### config.mk
export PLATFORM = sky130hd
export DESIGN_NAME = led_counter_modes
export DESIGN_NICKNAME = d
export VERILOG_FILES = /design/src/rtl/led_counter_pkg.sv /design/src/rtl/key_debounce.sv /design/src/rtl/led_counter_modes.sv
export SDC_FILE = /design/constraint.sdc
export NUM_CORES = 1
export LEC_CHECK = 0
export CAP_MARGIN = 20
export CELL_PAD_IN_SITES_DETAIL_PLACEMENT = 1
export CELL_PAD_IN_SITES_GLOBAL_PLACEMENT = 1
export CORE_MARGIN = 2
export CORE_UTILIZATION = 40
export CTS_CLUSTER_SIZE = 28
export DETAILED_ROUTE_END_ITERATION = 12
export PLACE_DENSITY_LB_ADDON = 0.1
export SYNTH_ARGS = -nofsm -noshare
export SYNTH_HDL_FRONTEND = slang
export SYNTH_SLANG_ARGS = --single-unit
### constraint.sdc
create_clock -name EXTCLK -period 1.95 [get_ports EXTCLK]
set_input_delay 0.2925 -clock EXTCLK [delete_from_list [all_inputs] [get_ports EXTCLK]]
set_output_delay 0.2925 -clock EXTCLK [all_outputs]
set_load 0.005 [all_outputs]
### src/rtl/led_counter_pkg.sv
// Shared types and helpers for the LED counter: mode encoding, Gray
// conversion and the prescaler divide ratio.
package led_counter_pkg;

  typedef enum logic [1:0] {
    MODE_UP     = 2'd0,
    MODE_DOWN   = 2'd1,
    MODE_BOUNCE = 2'd2,
    MODE_GRAY   = 2'd3
  } mode_t;

  function automatic logic [31:0] bin2gray(input logic [31:0] bin);
    return bin ^ (bin >> 1);
  endfunction

  // Clock cycles per counter step; callers keep the result >= 2.
  function automatic int tick_div(input int clk_hz, input int tick_hz);
    return clk_hz / tick_hz;
  endfunction

endpackage

### src/rtl/key_debounce.sv
// Pushbutton conditioner: two-flop synchroniser followed by a stability
// counter; reports the debounced pressed level and a one-cycle press pulse.
module key_debounce #(
  parameter int DEBOUNCE_CYCLES = 1000000
) (
  input  logic clk,
  input  logic rst,
  input  logic key_n,
  output logic pressed,
  output logic press
);

  localparam int CW = $clog2(DEBOUNCE_CYCLES + 1);

  logic          sync_p0;
  logic          sync_p1;
  logic          level_n_q;
  logic [CW-1:0] stab_cnt;
  logic          press_q;

  always_ff @(posedge clk) begin
    if (rst) begin
      sync_p0   <= 1'b1;
      sync_p1   <= 1'b1;
      level_n_q <= 1'b1;
      stab_cnt  <= '0;
      press_q   <= 1'b0;
    end else begin
      sync_p0 <= key_n;
      // synchronised sample available from here on
      sync_p1 <= sync_p0;
      press_q <= 1'b0;
      if (sync_p1 == level_n_q) begin
        stab_cnt <= '0;
      end else if (stab_cnt == CW'(DEBOUNCE_CYCLES - 1)) begin
        // Nth consecutive differing sample: accept the new level
        level_n_q <= sync_p1;
        stab_cnt  <= '0;
        press_q   <= ~sync_p1;
      end else begin
        stab_cnt <= stab_cnt + CW'(1);
      end
    end
  end

  assign pressed = ~level_n_q;
  assign press   = press_q;

endmodule

### src/rtl/led_counter_modes.sv
// LED clock-counter: prescaled tick steps a counter in up/down/bounce/Gray
// mode; a debounced pushbutton cycles the mode.
module led_counter_modes
  import led_counter_pkg::*;
#(
  parameter int CLK_FREQ_HZ     = 50000000,
  parameter int TICK_HZ         = 10,
  parameter int CNT_WIDTH       = 7,
  parameter int DEBOUNCE_CYCLES = 1000000
) (
  input  logic                 EXTCLK,
  input  logic                 RST,
  input  logic                 EN,
  input  logic                 MODE_BTN,
  input  logic                 LOAD,
  input  logic [CNT_WIDTH-1:0] LOAD_VAL,
  output logic [CNT_WIDTH:0]   LEDG,
  output logic [1:0]           MODE,
  output logic                 TICK
);

  localparam int TICK_DIV = tick_div(CLK_FREQ_HZ, TICK_HZ);
  localparam int PW       = $clog2(TICK_DIV);
  localparam logic [CNT_WIDTH-1:0] CNT_MAX = '1;

  logic [PW-1:0]        presc_q;
  logic [CNT_WIDTH-1:0] cnt_q;
  logic [CNT_WIDTH-1:0] cnt_step;
  logic [CNT_WIDTH-1:0] disp;
  mode_t                mode_q;
  logic                 dir_up_q;
  logic                 dir_step;
  logic                 tick_q;
  logic                 term;
  logic                 btn_level;
  logic                 btn_press;
  logic                 mode_adv;
  logic                 presc_wrap;
  logic                 step;

  key_debounce #(
    .DEBOUNCE_CYCLES(DEBOUNCE_CYCLES)
  ) u_mode_key (
    .clk    (EXTCLK),
    .rst    (RST),
    .key_n  (MODE_BTN),
    .pressed(btn_level),
    .press  (btn_press)
  );

  assign mode_adv   = btn_press & btn_level;
  assign presc_wrap = (presc_q == PW'(TICK_DIV - 1));
  // LOAD owns the counter for its cycle, so it swallows a coinciding tick
  assign step       = EN & presc_wrap & ~LOAD;

  always_comb begin
    cnt_step = cnt_q;
    dir_step = dir_up_q;
    case (mode_q)
      MODE_UP, MODE_GRAY: cnt_step = cnt_q + CNT_WIDTH'(1);
      MODE_DOWN:          cnt_step = cnt_q - CNT_WIDTH'(1);
      MODE_BOUNCE: begin
        if (dir_up_q) begin
          if (cnt_q == CNT_MAX) begin
            cnt_step = cnt_q - CNT_WIDTH'(1);
            dir_step = 1'b0;
          end else begin
            cnt_step = cnt_q + CNT_WIDTH'(1);
          end
        end else begin
          if (cnt_q == '0) begin
            cnt_step = CNT_WIDTH'(1);
            dir_step = 1'b1;
          end else begin
            cnt_step = cnt_q - CNT_WIDTH'(1);
          end
        end
      end
      default: cnt_step = cnt_q;
    endcase
  end

  always_ff @(posedge EXTCLK) begin
    if (RST) begin
      presc_q  <= '0;
      cnt_q    <= '0;
      mode_q   <= MODE_UP;
      dir_up_q <= 1'b1;
      tick_q   <= 1'b0;
    end else begin
      tick_q <= step;
      if (LOAD) begin
        cnt_q   <= LOAD_VAL;
        presc_q <= '0;
      end else if (EN) begin
        presc_q <= presc_wrap ? '0 : presc_q + PW'(1);
        if (step) cnt_q <= cnt_step;
      end
      // a mode change restarts bounce upward; the step above used the old mode
      if (mode_adv) begin
        dir_up_q <= 1'b1;
        mode_q   <= mode_t'(mode_q + 2'd1);
      end else if (step) begin
        dir_up_q <= dir_step;
      end
    end
  end

  always_comb begin
    term = 1'b0;
    disp = cnt_q;
    case (mode_q)
      MODE_UP:     term = (cnt_q == CNT_MAX);
      MODE_DOWN:   term = (cnt_q == '0);
      MODE_BOUNCE: term = (cnt_q == CNT_MAX) || (cnt_q == '0);
      MODE_GRAY: begin
        term = (cnt_q == CNT_MAX);
        disp = CNT_WIDTH'(bin2gray(32'(cnt_q)));
      end
      default: term = 1'b0;
    endcase
  end

  assign LEDG = {term, disp};
  assign MODE = mode_q;
  assign TICK = tick_q;

endmodule

==> impl_metrics.tcl, run 1 <==
set metrics [dict create \
    critical_path_class "flop to flop" \
    synth-edff-count 0 \
    synth_top_area_share_pct 37.0 \
    drtIter0Drc 112 \
    slew_viol_final 0 \
    fin_skew_ns 0.00465 \
    cts_buffers 9 \
    yosys_warnings 0 \
    syn_area_per_cell_um2 8.19 \
    critPathLaunch "presc_q[21]$_SDFFE_PP0P_" \
    crit_buf_inv 0 \
    cp_data_arrival_time_ns 2.26 \
    holdWs_ns 0.417 \
    fillCellCount 924 \
    synth_fa_ha_area_share_pct 7.97 \
    wl_per_cell_um 14.7 \
    grt_usage_pct 21.3 \
    vias 2948 \
    fp.dieH_um 92.6 \
    syn_nets 415 \
    wirelength_um 8550 \
    synth_top_family_by_area "simple AND/OR/NAND/NOR gates" \
    hold_buffers 0 \
    hold_viol 0 \
    antenna_found_initial 0 \
    violations "setup timing" \
    synthArstFlopShare_pct 0 \
    synth_top_flop_cell "dfxtp_1" \
    rows 32 \
    synth.area.mux_share_pct 0.997 \
    diodes 0 \
    drive_above_1_share_pct 30.4 \
    seq_area_mm2 0.00120 \
    synth.largest_area_cell "dfxtp_1" \
    ir_drop_mv 0.270 \
    critPathMaxFanout 2 \
    synth_xor_area_share_pct 12.8 \
    status "complete, but fails checks" \
    overflow 0 \
    syn-instance-count 383 \
    yosys-top-cells-area "dfxtp_1 37%, nor2_1 8.4%, ha_1 8.0%, xor2_1 7.5%, xnor2_1 5.3%" \
    slowest_delay_ns 0.39 \
    post-route-drc-count 0 \
    cp-end-kind "flop" \
    synth_most_common_cell "nor2_1" \
    min_from "u_mode_key.sync_p0$_SDFF_PP1_" \
    place.gp.congestion 0.798 \
    cts.reportedPaths.clkPinSlew_ns 0.07 \
    start_util_pct 41.0 \
    fin_crit_sh_pct 105 \
    clk_path_buf_depth 2 \
    crit_path_cell_trace "nor4b_4 > nand3_1 > or3_4 > nand2b_4 > o31a_1 > or4_1" \
    hold_class "flop to flop" \
    htreeDepth 3 \
    synth_compound_area_share_pct 10.1 \
    grt_pass1_wl_um 14600 \
    p_per_area_mw_per_mm2 571 \
    place_area_mm2 0.00395 \
    die_area_mm2 0.00857 \
    port_buffers 22 \
    rr_startpoint "presc_q[21]$_SDFFE_PP0P_" \
    netlist_area_mm2 0.00314 \
    pin_count 23 \
    startpoint_type "flop" \
    worst_slew_pin_slew_ns 0.375 \
    dp_hpwl_um 6270 \
    tritoncts "yes" \
    setup_viol 1 \
    multi_input_area_mm2 0.00200 \
    grt_setup_unrepaired "yes" \
    core-area_mm2 0.00765 \
    synth_seq_cells 58 \
    synth_cell_type_count 46 \
    ys_seq_area_share_pct 37.0 \
    areaGrowthSynthToFinish_pct 39.0 \
    fin_nets 507 \
    fmax_ghz 0.490 \
    grt_max_degree 24 \
    ant_nets 0 \
    maxCapViolations 0 \
    final_area_mm2 0.00436 \
    slew_headroom_pct 74.9 \
    clk_latency_ns 0.34 \
    synthSimpleGateAreaFrac_pct 26.7 \
    first_pass_iters 4 \
    p_leak_nw 1.67 \
    synth_common_cells "70 x nor2_1, 58 x dfxtp_1, 29 x nand2_1" \
    drt-vias-per-instance 5.07 \
    first_global_vias 3074 \
    critPathTopFamily "simple AND/OR/NAND/NOR gates" \
    die_w_um 92.6 \
    crit_slowest_cell "or4_1" \
    fin_crit_ns 2.04 \
    clock_sinks 58 \
    setup_slack_ns -0.0891 \
    clockRootBuffer "clkbuf_8" \
    critPathRequiredTime_ns 2.17 \
]
[placed cells by master (no fill, tap or decap), types with 12 or more instances in the layout]
cell             Yosys  routed
a21oi_1             13      12
nand3_1             26      26
nor2_1              70      70
xnor2_1             19      19
xor2_1              27      27
clkdlybuf4s50_1      0      15
buf_4                2      74
inv_1               18      12
dfxtp_1             58      41
nand2_1             29      29
o21ai_0             14      13
[per-layer routing]
layer | track usage [%] | up-vias | share of wire [%]
met1 | 27.8 | 1405 | 48
li1 | - | 1483 | -
met4 | 6.09 | 0 | 1.0
met3 | 4.96 | 10 | 3.4
met2 | 35.0 | 50 | 48
met5 | 0 | - | 0
[logic make-up (layout without fill, tap and decap cells)]
logic type / Yosys count / in the layout
adder cells (fa/ha/maj): 20 / 20
buffers and inverters: 34 / 131
multiplexers: 3 / 3
flip-flops: 58 / 58
AND/OR/NAND/NOR: 172 / 172
XOR/XNOR: 46 / 46
AO/OA/AOI/OAI: 50 / 50
[registers in the layout, summed over array words and instances, names as in the netlist]
name                  cells
u_mode_key.level_n_q      1
dir_up_q                  1
u_mode_key.press          1
presc_q                  23
MODE                      2
u_mode_key.stab_cnt      20
u_mode_key.sync_p1        1
cnt_q                     7
TICK                      1
u_mode_key.sync_p0        1
[where the power goes]
group	switching, W	internal (W)
clock network	0.000524	0.000494
logic	0.000122	0.000136
registers	0.0000206	0.00119
total	0.000667	0.00182
[layout make-up]
cell class / instances / area share, %
well taps: 102 / 2.93
flip-flops and latches: 58 / 27.4
repair buffers: 97 / 18.0
multi-input cells: 291 / 45.8
inverters: 18 / 1.72
clock buffers: 10 / 3.15
clock inverters: 6 / 0.946
[worst reg2reg max path, stage by stage (launching register included)]
cell      delay [ns]
dfxtp_2         0.33
nor4b_4         0.33
nand3_1         0.11
or3_4           0.38
nand2b_4        0.15
o31a_1          0.22
or4_1           0.39
[final timing paths]
| path | slack, ns | cells past startpoint | to |
|---|---|---|---|
| min | 0.42 | 1 | u_mode_key.sync_p1$_SDFF_PP1_ |
| min reg2reg | 0.42 | 1 | u_mode_key.sync_p1$_SDFF_PP1_ |
| max reg2reg | -0.09 | 6 | dir_up_q$_SDFFE_PP1P_ |
| max | -0.09 | 6 | dir_up_q$_SDFFE_PP1P_ |
[what timing repair did]
action | 4_1_cts | 5_1_grt
resized for setup | 34 | 33
endpoints found under the setup margin | 10 | 10
pin swaps | 8 | 6
setup buffers | 5 | 3
hold endpoints to repair | 0 | 0
[stage by stage]
stage / setup WS, ns / cells / TNS, ns / power [W] / util [%]
after CTS: -0.108 / 579 / -0.108 / 0.00251 / 55.5
after detailed placement: -0.506 / 558 / -6.05 / 0.00148 / 51.7
after global placement: -0.498 / 558 / -5.47 / 0.00147 / 51.7
after global routing: -0.178 / 582 / -0.286 / 0.00260 / 57.1
after floorplan: -0.144 / 383 / -0.144 / 0.00135 / -
final: -0.0891 / 582 / -0.0891 / 0.00249 / 57.1
Note: power is estimated with default switching activity, not from simulation.
==> run 2: changes to the inputs <==
--- a/config.mk
+++ b/config.mk
@@ -10,6 +10,7 @@
 export CELL_PAD_IN_SITES_GLOBAL_PLACEMENT = 1
 export CORE_MARGIN = 2
 export CORE_UTILIZATION = 40
+export CTS_CLUSTER_DIAMETER = 200
 export CTS_CLUSTER_SIZE = 28
 export DETAILED_ROUTE_END_ITERATION = 12
 export PLACE_DENSITY_LB_ADDON = 0.1
==> results of run 2 <==
No change in the layout: final DEF, timing and power equal those of run 1.
